`src/rtl/mux_pkg.sv`:
```
// Shared limits and helpers for the pipelined N-to-1 word multiplexer.
package mux_pkg;

    localparam int MUX_N_MAX     = 64;
    localparam int MUX_WIDTH_MAX = 64;

    function automatic int clog2(input int value);
        int result = 0;
        int span   = 1;
        while (span < value) begin
            span   = span * 2;
            result = result + 1;
        end
        return result;
    endfunction

    localparam int MUX_SEL_W_MAX = clog2(MUX_N_MAX);

    // Widest result any legal instance can produce.
    typedef struct packed {
        logic                     err;
        logic [MUX_SEL_W_MAX-1:0] sel;
        logic [MUX_WIDTH_MAX-1:0] data;
    } mux_result_t;

endpackage

```
`src/rtl/skid_buf.sv`:
```
// Two-entry valid/ready buffer: output register O plus skid register K,
// sustaining one transfer per cycle with a registered in_ready.
module skid_buf #(
    parameter int W = 8
) (
    input  logic         clk,
    input  logic         rst_n,
    input  logic [W-1:0] in_data,
    input  logic         in_valid,
    output logic         in_ready,
    output logic [W-1:0] out_data,
    output logic         out_valid,
    input  logic         out_ready
);

    logic         o_valid_q, o_valid_d;
    logic [W-1:0] o_data_q,  o_data_d;
    logic         k_valid_q, k_valid_d;
    logic [W-1:0] k_data_q,  k_data_d;
    logic         ready_q,   ready_d;
    logic         accept;
    logic         drain;

    assign accept = in_valid && ready_q;
    assign drain  = o_valid_q && out_ready;

    // NOTE: every signal written here gets a default first, so no path can infer a latch.
    always_comb begin
        o_valid_d = o_valid_q;
        o_data_d  = o_data_q;
        k_valid_d = k_valid_q;
        k_data_d  = k_data_q;
        if (k_valid_q) begin
            if (drain) begin
                o_data_d  = k_data_q;
                k_valid_d = 1'b0;
            end
        end else if (!o_valid_q || drain) begin
            o_valid_d = accept;
            if (accept) begin
                o_data_d = in_data;
            end
        end else if (accept) begin
            k_data_d  = in_data;
            k_valid_d = 1'b1;
        end
        ready_d = !k_valid_d;
    end

    // NOTE: sequential state uses non-blocking assignment so every flop samples pre-edge values.
    always_ff @(posedge clk) begin
        if (!rst_n) begin
            o_valid_q <= 1'b0;
            o_data_q  <= '0;
            k_valid_q <= 1'b0;
            ready_q   <= 1'b0;
        end else begin
            o_valid_q <= o_valid_d;
            o_data_q  <= o_data_d;
            k_valid_q <= k_valid_d;
            ready_q   <= ready_d;
        end
    end

    // NOTE: K's payload is never observed while k_valid_q is low, so it carries no reset.
    always_ff @(posedge clk) begin
        k_data_q <= k_data_d;
    end

    assign in_ready  = ready_q;
    assign out_valid = o_valid_q;
    assign out_data  = o_data_q;

endmodule

```
`src/rtl/mux_nto1_pipe.sv`:
```
// Parametrised N-to-1 word select with range check, feeding a two-entry
// valid/ready output buffer.
module mux_nto1_pipe
    import mux_pkg::*;
#(
    parameter  int N     = 32,
    parameter  int WIDTH = 32,
    localparam int SEL_W = clog2(N)
) (
    input  logic               clk,
    input  logic               rst_n,
    input  logic [N*WIDTH-1:0] in_data,
    input  logic [SEL_W-1:0]   in_sel,
    input  logic               in_valid,
    output logic               in_ready,
    output logic [WIDTH-1:0]   out_data,
    output logic [SEL_W-1:0]   out_sel,
    output logic               out_err,
    output logic               out_valid,
    input  logic               out_ready
);

    typedef struct packed {
        logic             err;
        logic [SEL_W-1:0] sel;
        logic [WIDTH-1:0] data;
    } result_t;

    if (N < 2 || N > MUX_N_MAX) begin : g_bad_n
        $error("mux_nto1_pipe: N=%0d outside 2..%0d", N, MUX_N_MAX);
    end
    if (WIDTH < 1 || WIDTH > MUX_WIDTH_MAX) begin : g_bad_width
        $error("mux_nto1_pipe: WIDTH=%0d outside 1..%0d", WIDTH, MUX_WIDTH_MAX);
    end
    if ($bits(result_t) > $bits(mux_result_t)) begin : g_bad_result
        $error("mux_nto1_pipe: result wider than mux_result_t");
    end

    result_t sel_res;
    result_t out_res;

    // Unmatched selects (>= N) fall through with zero data and err set.
    always_comb begin
        sel_res      = '0;
        sel_res.err  = 1'b1;
        sel_res.sel  = in_sel;
        for (int k = 0; k < N; k++) begin
            if (in_sel == SEL_W'(k)) begin
                sel_res.err  = 1'b0;
                sel_res.data = in_data[k*WIDTH +: WIDTH];
            end
        end
    end

    skid_buf #(
        .W($bits(result_t))
    ) u_skid (
        .clk      (clk),
        .rst_n    (rst_n),
        .in_data  (sel_res),
        .in_valid (in_valid),
        .in_ready (in_ready),
        .out_data (out_res),
        .out_valid(out_valid),
        .out_ready(out_ready)
    );

    assign out_err  = out_res.err;
    assign out_sel  = out_res.sel;
    assign out_data = out_res.data;

endmodule

```
`config.mk`:
```
export PLATFORM = sky130hd
export DESIGN_NAME = mux_nto1_pipe
export DESIGN_NICKNAME = d
export VERILOG_FILES = /design/src/rtl/mux_pkg.sv /design/src/rtl/skid_buf.sv /design/src/rtl/mux_nto1_pipe.sv
export SDC_FILE = /design/constraint.sdc
export NUM_CORES = 1
export LEC_CHECK = 0
export CORE_AREA = 2 2 421 423
export CTS_CLUSTER_DIAMETER = 60
export CTS_CLUSTER_SIZE = 25
export DETAILED_ROUTE_END_ITERATION = 8
export DIE_AREA = 0 0 423 425
export PLACE_DENSITY_LB_ADDON = 0.25
export SLEW_MARGIN = 25
export SYNTH_ARGS = -nofsm -noshare
export SYNTH_HDL_FRONTEND = slang
export SYNTH_SLANG_ARGS = --single-unit
```
`constraint.sdc`:
```
create_clock -name clk -period 3 [get_ports clk]
set_clock_uncertainty 0.2 [all_clocks]
set_input_delay 0.45 -clock clk [delete_from_list [all_inputs] [get_ports clk]]
set_output_delay 0.45 -clock clk [all_outputs]
set_load 0.005 [all_outputs]
```
After elaboration in Yosys (flattened, before gate mapping)

Cells that the tools add are included.

$mul: 0
Div/mod/pow operators: 0
Mux-type cells: 72
Shift-type cells: 0
Reductions and logical operators: 11
Add/subtract/negate cells: 0
Eq/ne operators: 32
Bitwise logic cells: 2
Order comparisons: 0

Operators by type and width:

| kind                                                 | count |
|---|---|
| two-way mux 32 bit                                   | 32 |
| two-way mux 38 bit                                   | 4 |
| equality test 5 bit (second input constant)          | 16 |
| equality test 5 x 4 -> 1 bit (second input constant) | 8 |
| two-way mux 1 bit                                    | 36 |
| equality test 5 x 3 -> 1 bit (second input constant) | 4 |
| equality test 5 x 2 -> 1 bit (second input constant) | 2 |
| AND reduction 3 bit                                  | 2 |
| equality test 5 x 1 -> 1 bit (second input constant) | 1 |
| logical NOT 5 bit                                    | 1 |
| nonzero test 2 bit                                   | 2 |
| logical AND 1 bit                                    | 2 |
| logical NOT 1 bit                                    | 2 |
| != test 2 bit (second input constant)                | 1 |
| NOT 1 bit                                            | 2 |
| AND reduction 2 bit                                  | 1 |
| logical OR 1 bit                                     | 1 |

Output and inout port bits: 40
Bits of input ports: 1033
RAM bits: 0
Memory bits (read-only): 0
Memories: 0
Register bits after elaboration: 79
Bits in latches: 0

Logic depth before layout (Yosys ltp)

Gate-level depths: netlist of the first run.

Word-level depth: 36
Mapped depth: 13
Depth with buffers taken out: 8

By module

A second synthesis of the first run with hierarchy kept.

Cells, all modules: 2196
Area, all modules: 14884.3 µm²

Modules (own cells, without submodules):

| module        | sequential area each (µm²) | area each (µm²) | cells an instance | instances |
|---|---|---|---|---|
| mux_nto1_pipe | 0.0                        | 11671.2         | 1964              | 1 |
| skid_buf      | 1961.9                     | 3213.1          | 232               | 1 |

Worst setup path before layout of the first run

No wires, ideal clock.

Path type: flip-flop to flip-flop
Start point: reg u_skid.k_valid_q
End point: reg u_skid.ready_q (netlist: u_skid.in_ready)
Slack: 0.028 ns
Required time: 2.684 ns
Arrival time: 2.657 ns
Period minus slack after synthesis: 2.972 ns
Setup time: 0.116 ns
Cell stages (with the launch flop): 7
Cells stage by stage: dfxtp_1 clkbuf_1 inv_1 nand3_1 nor2_1 a21oi_1 and2_1

Word-level cells in the longest chain between the ends: 2

Ends and longest elaborated chain:

| what                     | RTL line       | source |
|---|---|---|
| start: declaration       | skid_buf.sv:18 | `logic k_valid_q, k_valid_d;` |
| start signal: assignment | skid_buf.sv:60 | `k_valid_q <= k_valid_d;` |
| two-way mux 1 bit        | skid_buf.sv:33 | `if (k_valid_q) begin` |
| logical NOT 1 bit        | skid_buf.sv:47 | `ready_d = !k_valid_d;` |
| end signal: assignment   | skid_buf.sv:61 | `ready_q <= ready_d;` |
| end: declaration         | skid_buf.sv:20 | `logic ready_q, ready_d;` |

Every way passes these cells.
A chain may end at the register's enable or synchronous reset.

==> reports/qor.csv, run 1 <==
stage;metric;value;unit
status;status;finished with violations;
status;violated checks;negative setup slack;
layout;multi-input logic area;0.01111;mm²
routing;Residual DRC;0;
synthesis;Gate Count Post-Synth;1796;
synthesis;Post-synth EDFFs;38;
power_and_ir_drop;Power Density;201.9;mW/mm²
sta;final setup margin;-0.007571;ns
worst_setup_path;CP max-delay cell;a221oi_4;
global_routing;GRT Total Usage;0.2463;
place;IO buf count;1072;
synthesis;Yosys cell types;101;
synthesis;register area share after synthesis;0.1554;
synthesis;most common flop cell mapped by yosys;dfxtp_1;
clock_tree;Num Clock Sinks;79;
sta;TNS Setup;-0.007571;ns
worst_setup_path;critical path class;input pin to register;
place;DP Wirelength;211300;µm
clock_tree;clk_lat worst skew;0.37;ns
clock_tree;CTS H-tree lvls;3;
layout;post-route insts no fill;5887;
synthesis;syn nets;2829;
worst_setup_path;Worst EP required;2.90;ns
worst_setup_path;Worst setup SP type;input pin;
flow_run;max_cap viols;0;
routing;Via Count;24410;
routing;wire length per cell;39.48;µm
die;Top Ports;1073;
synthesis;asr flop ratio synth;0;
sta;worst slew pin tran;0.9107;ns
synthesis;area leader, netlist;edfxtp_1;
die;Die Wd;423;µm
sta;fin crit share;1.003;
sta;RSZ-0062 raised after global routing;true;
layout;final net count;4537;
sta;Final setup viols;1;
clock_tree;CTS tree;built;
worst_hold_path;min-delay worst type;register to register;
global_routing;first-pass GRT wire length;286400;µm
layout;Finished Cell Area;0.03461;mm²
global_routing;initial antenna violation count;143;
global_routing;vias in the first global route;25020;
clock_tree;CTS Buf Count;9;
worst_setup_path;worst path arrival time;2.91;ns
sta;highest clock rate;0.3325;GHz
synthesis;most common cell in the netlist;nor2_1;
synthesis;top cells by area, synth;edfxtp_1 (9.0%), a21oi_1 (6.7%), dfxtp_1 (6.5%), a221oi_1 (5.9%), o221ai_1 (5.2%);
clock_tree;CTS max path bufs;2;
routing;WL final;232400;µm
worst_setup_path;CP Cell Sequence;buf_12 > buf_8 > buf_6 > nand2_4 > buf_6 > buf_6 > nor2_4 > buf_12 > a211oi_4 > nand4_1 > a221oi_4 > a211oi_2 > a211oi_2 > buf_4 > nand2_1;
die;core area;0.1753;mm²
sta;fin. max-slew vios;0;
die;Starting Density;0.07200;
routing;DR iter-0 viols;1912;
global_routing;global route overflow;0;
place;Placed Area;0.03226;mm²
synthesis;Avg Cell Area, Syn;7.029;µm²
synthesis;Syn Std Cell Area;0.01262;mm²
layout;fin util;0.1974;
place;Placed Cells;5788;
layout;Filler cells;19800;
layout;register area;0.001963;mm²
routing;Final ANT Viol Nets;0;
power_and_ir_drop;Tot Pwr;0.006987;W
worst_setup_path;Worst Setup End Kind;register;
die;row count;154;
sta;Final min period;3.008;ns
sta;worst rel slew slack;0.3928;
sta;Final Hold Vio Count;0;
global_routing;largest net degree at the start of global routing;38;
power_and_ir_drop;Worst VDD drop;0.0002970;V
power_and_ir_drop;Lkg Pwr;12.80;nW
layout;fraction of layout cells with a size suffix above 1;0.3075;
clock_tree;Root Buffer Master;clkbuf_16;
place;Placer Congestion;0.9298;
worst_setup_path;most used cell, CP;buf_6;
synthesis;post-synth top area share;0.09039;
routing;post-DR vias/cell;4.147;
die;DIE HEIGHT;425;µm
die;die area;0.1798;mm²
routing;DRT Pass-1 Iters;6;
synthesis;Yosys reg bits;79;
synthesis;total of warnings raised by yosys;0;
clock_tree;clk slew on worst S/H paths;0.07;ns
worst_setup_path;CP Max Fanout;12;
layout;Area Growth Syn to Fin;174.2;%
synthesis;Post-synth top cells;nor2_1 (174), a21oi_1 (170), nand2_1 (130);
worst_setup_path;largest stage delay on the critical path;0.41;ns
final cells by class:
class | count | area share
clock inverters | 6 | 0.001048
multi-input cells | 1530 | 0.3211
diodes | 38 | 0.002747
flip-flops and latches | 79 | 0.05672
clock buffers | 10 | 0.006615
inverters | 13 | 0.001410
repair buffers | 1871 | 0.5258
well taps | 2340 | 0.08459
worst paths after layout:
path	startpoint	to	slack (ns)	cells past startpoint
worst max-delay path	in_sel[0]	u_skid.k_data_q[12]	-0.008	15
worst min-delay path	u_skid.out_data[37]	u_skid.out_data[37]	0.27	2
worst max register to register	u_skid.k_valid_q	u_skid.out_data[21]	0.79	6
worst min register to register	u_skid.out_data[37]	u_skid.out_data[37]	0.27	2
state kept, by name, summed over array words and instances (netlist names):
name,count
u_skid.in_ready,1
u_skid.k_data_q,38
u_skid.k_valid_q,1
u_skid.out_data,38
u_skid.out_valid,1
placed cells by master, fill, tap and decap left out, types with 65 or more instances in the layout:
cell type / instances
a21oi_1: 153
buf_12: 93
buf_4: 675
clkdlybuf4s50_1: 1066
nand2_1: 121
nand3_1: 67
nor2_1: 149
o21ai_0: 119
o221ai_1: 65
o22ai_1: 69
power breakdown:
part | switching, W | total, W | internal [W] | leakage, nW
registers | 0.0000257 | 0.00122 | 0.00120 | 0.681
clock network | 0.000517 | 0.00108 | 0.000558 | 0.124
logic | 0.00220 | 0.00469 | 0.00248 | 12.0
critical path: cells and delay by family:
kind	cells	cell delay [ns]
buffers and inverters	7	0.99
AOI/OAI and AO/OA	4	0.97
and+or+nand+nor	4	0.44
timing repair:
item / 4_1_cts / 5_1_grt
hold buffers: 0 / 0
gates cloned: 4 / 2
pin swaps: 41 / 33
gates resized for setup: 223 / 85
setup buffers: 25 / 17
endpoints found under the setup margin: 64 / 57
per-layer routing:
metal | track usage | share of wire | wire length, µm
met1 | 0.2777 | 0.38 | 88070
met2 | 0.4748 | 0.54 | 124700
met3 | 0.04294 | 0.056 | 12990
met4 | 0.05569 | 0.027 | 6184
met5 | 0 | 0.0018 | 426
per-stage QoR:
stage               hold WS (ns)  setup slack [ns]
CTS                       0.2704          -0.09934
finish                    0.2697         -0.007571
floorplan                 0.2483           0.02756
detailed placement        0.2613            -2.211
global placement          0.2569            -2.299
global route              0.2864          -0.02221
kinds of logic (layout without fill, tap and decap cells):
logic type / Yosys count / after routing / synth area share
mux: 49 / 49 / 0.04212
buf+inv: 187 / 1900 / 0.07364
other cells: 1 / 39 / 0.0002970
simple gates: 585 / 585 / 0.2323
compound gates: 892 / 892 / 0.4936
xor+xnor: 3 / 3 / 0.002677
flops: 79 / 79 / 0.1554
Power figures use the tool's default switching activity.
==> run 2, diff against run 1 <==
Settings changed: CTS_BUF_LIST set to sky130_fd_sc_hd__clkbuf_4, CTS_CLUSTER_DIAMETER 60 to not set, REMOVE_ABC_BUFFERS set to 1.
==> run 2 against run 1 <==
  * Die area unchanged
  * Combinational power down 10%
  * Utilization down 1.3 points
  * Via count down 1.9%
  * Worst hold slack worse by 0.17 ns
  * Cell count down 2.0%
  * Sequential cell count unchanged
  * The flow still finishes with violations (negative setup slack)
==> reports/qor.csv, run 2 (synthesis gave the netlist of run 1 again) <==
stage;metric;value;unit
die;DIE HEIGHT;425;µm
layout;post-route insts no fill;5772;
worst_setup_path;worst path arrival time;3.44;ns
routing;DR iter-0 viols;2009;
worst_setup_path;crit path capture;u_skid.out_data[26];
clock_tree;CTS max path bufs;2;
clock_tree;CTS H-tree lvls;3;
layout;most frequent cells in the layout;clkdlybuf4s50_1 (1066), buf_4 (593), a21oi_1 (167), nor2_1 (161), nand2_1 (127);
clock_tree;clk slew on worst S/H paths;0.20;ns
sta;Final Hold Vio Count;0;
routing;Residual DRC;0;
global_routing;GR met1 Demand/Resource;0.2637;
die;core area;0.1753;mm²
sta;Fin Hold WS;0.1043;ns
sta;fin. max-slew vios;0;
routing;wire length per cell;37.85;µm
global_routing;GRT Total Usage;0.2320;
layout;Filler cells;19930;
global_routing;first-pass GRT wire length;270300;µm
sta;final setup margin;-0.08376;ns
sta;worst slew pin tran;0.7765;ns
layout;most common cell after layout, fill and taps aside;clkdlybuf4s50_1;
status;status;finished with violations;
routing;WL final;218500;µm
place;DP Wirelength;198200;µm
layout;multi-input logic area;0.01013;mm²
worst_setup_path;flop-to-flop setup slack;0.88;ns
die;Die Wd;423;µm
clock_tree;CTS tree;built;
worst_setup_path;Worst setup SP type;input pin;
place;Placed Area;0.03173;mm²
worst_setup_path;r2r worst-path depth;7;
die;Top Ports;1073;
flow_run;max_cap viols;0;
sta;highest clock rate;0.3243;GHz
routing;Final ANT Viol Nets;0;
layout;Finished Cell Area;0.03227;mm²
worst_setup_path;Worst setup startpoint;in_sel[4];
layout;final net count;4423;
global_routing;initial antenna violation count;126;
power_and_ir_drop;Power Density;195.0;mW/mm²
global_routing;grt peak-use layer;met2;
clock_tree;clk_lat worst skew;0.63;ns
sta;fin crit share;1.028;
worst_setup_path;CP Max Fanout;14;
sta;Final min period;3.084;ns
worst_setup_path;Worst EP required;3.36;ns
place;IO buf count;1072;
worst_setup_path;critical path class;input pin to register;
clock_tree;Root Buffer Master;clkbuf_4;
die;die area;0.1798;mm²
power_and_ir_drop;Tot Pwr;0.006293;W
global_routing;vias in the first global route;24180;
worst_hold_path;min-delay worst type;input pin to register;
global_routing;met3 usage;0.06492;
die;row count;154;
routing;post-DR vias/cell;4.149;
place;Setup WS pre-CTS;-1.548;ns
layout;fraction of layout cells with a size suffix above 1;0.2445;
routing;Via Count;23950;
clock_tree;Num Clock Sinks;79;
power_and_ir_drop;Lkg Pwr;11.77;nW
routing;DRT Pass-1 Iters;8;
global_routing;global route overflow;0;
worst_setup_path;Worst R2R Start;u_skid.k_valid_q;
power_and_ir_drop;Worst VDD drop;0.0002388;V
sta;Final setup viols;4;
worst_setup_path;Reg-to-Reg End;u_skid.out_data[19];
sta;RSZ-0062 raised after global routing;true;
place;Placer Congestion;0.9596;
clock_tree;CTS Buf Count;9;
global_routing;largest net degree at the start of global routing;40;
worst_setup_path;Worst Setup End Kind;register;
layout;Area Growth Syn to Fin;155.6;%
die;Starting Density;0.07200;
place;Placed Cells;5714;
global_routing;met2 usage;0.4176;
layout;register area;0.001963;mm²
status;violated checks;negative setup slack;
sta;worst rel slew slack;0.4779;
run 2: cell count changes in the layout (fill, tap and decap cells not counted), moves of 9 or more:
| cell | change |
|---|---|
| clkbuf_4 | +10 |
| buf_6 | -11 |
| a31oi_1 | +10 |
| a211oi_1 | +11 |
| a21oi_1 | +14 |
| a221oi_1 | +15 |
| buf_4 | -82 |
| a31oi_2 | -10 |
| nor2_2 | -14 |
| a21oi_2 | -9 |
| nor2_1 | +12 |
| clkbuf_16 | -11 |
run 2: layout make-up:
| cell class | instances | share of cell area |
|---|---|---|
| multi-input cells | 1530 | 0.3138 |
| clock inverters | 7 | 0.002442 |
| inverters | 13 | 0.001512 |
| flip-flops and latches | 79 | 0.06083 |
| diodes | 37 | 0.002869 |
| well taps | 2340 | 0.09072 |
| clock buffers | 9 | 0.002094 |
| repair buffers | 1757 | 0.5257 |
run 2: metal layers:
metal	wire [µm]	share of wire	up-vias
li1	-	-	10520
met1	84060	0.38	11880
met2	110200	0.50	1147
met3	16490	0.075	304
met4	7104	0.033	92
met5	583	0.0027	-
run 2: worst max-delay path, cell delays in order:
cell	delay, ns
buf_4	0.15
buf_4	0.14
nand2b_2	0.17
buf_12	0.20
nor2_2	0.07
buf_12	0.15
buf_4	0.15
a21oi_1	0.32
nand4b_1	0.30
a221oi_2	0.68
buf_4	0.28
o21ai_1	0.16
a21o_1	0.19
run 2: how the worst min path moves through the flow:
| stage | startpoint | end | slack, ns | depth (start not counted) |
|---|---|---|---|---|
| after global placement | u_skid.out_data[37] | u_skid.out_data[37] | 0.24 | 2 |
| final | in_sel[4] | u_skid.k_data_q[36] | 0.10 | 2 |
| after CTS | in_sel[4] | u_skid.k_data_q[36] | 0.01 | 2 |
| after floorplan | u_skid.out_data[37] | u_skid.out_data[37] | 0.25 | 2 |
| after global routing | in_sel[4] | u_skid.k_data_q[36] | 0.03 | 2 |
| after detailed placement | u_skid.out_data[37] | u_skid.out_data[37] | 0.26 | 2 |
run 2: through the flow:
stage                     setup TNS [ns]    util
after floorplan                   -24.08       -
after global placement            -48.83  0.1809
after detailed placement          -47.55  0.1810
after CTS                       -0.03290  0.1825
after global routing            -0.08268  0.1839
final                            -0.1771  0.1841
run 2: repair_timing:
action	CTS	global route
setup buffers	1	3
hold buffers	1	0
hold endpoints to repair	6	0
gates resized for setup	19	37
endpoints found under the setup margin	20	29
pin swaps	3	6
run 2: where the power goes:
part	leakage [nW]	internal, W	switching [W]
clock	0.0751	0.000262	0.000589
sequential	0.681	0.00120	0.0000294
combinational	11.0	0.00225	0.00197
total	11.8	0.00371	0.00259
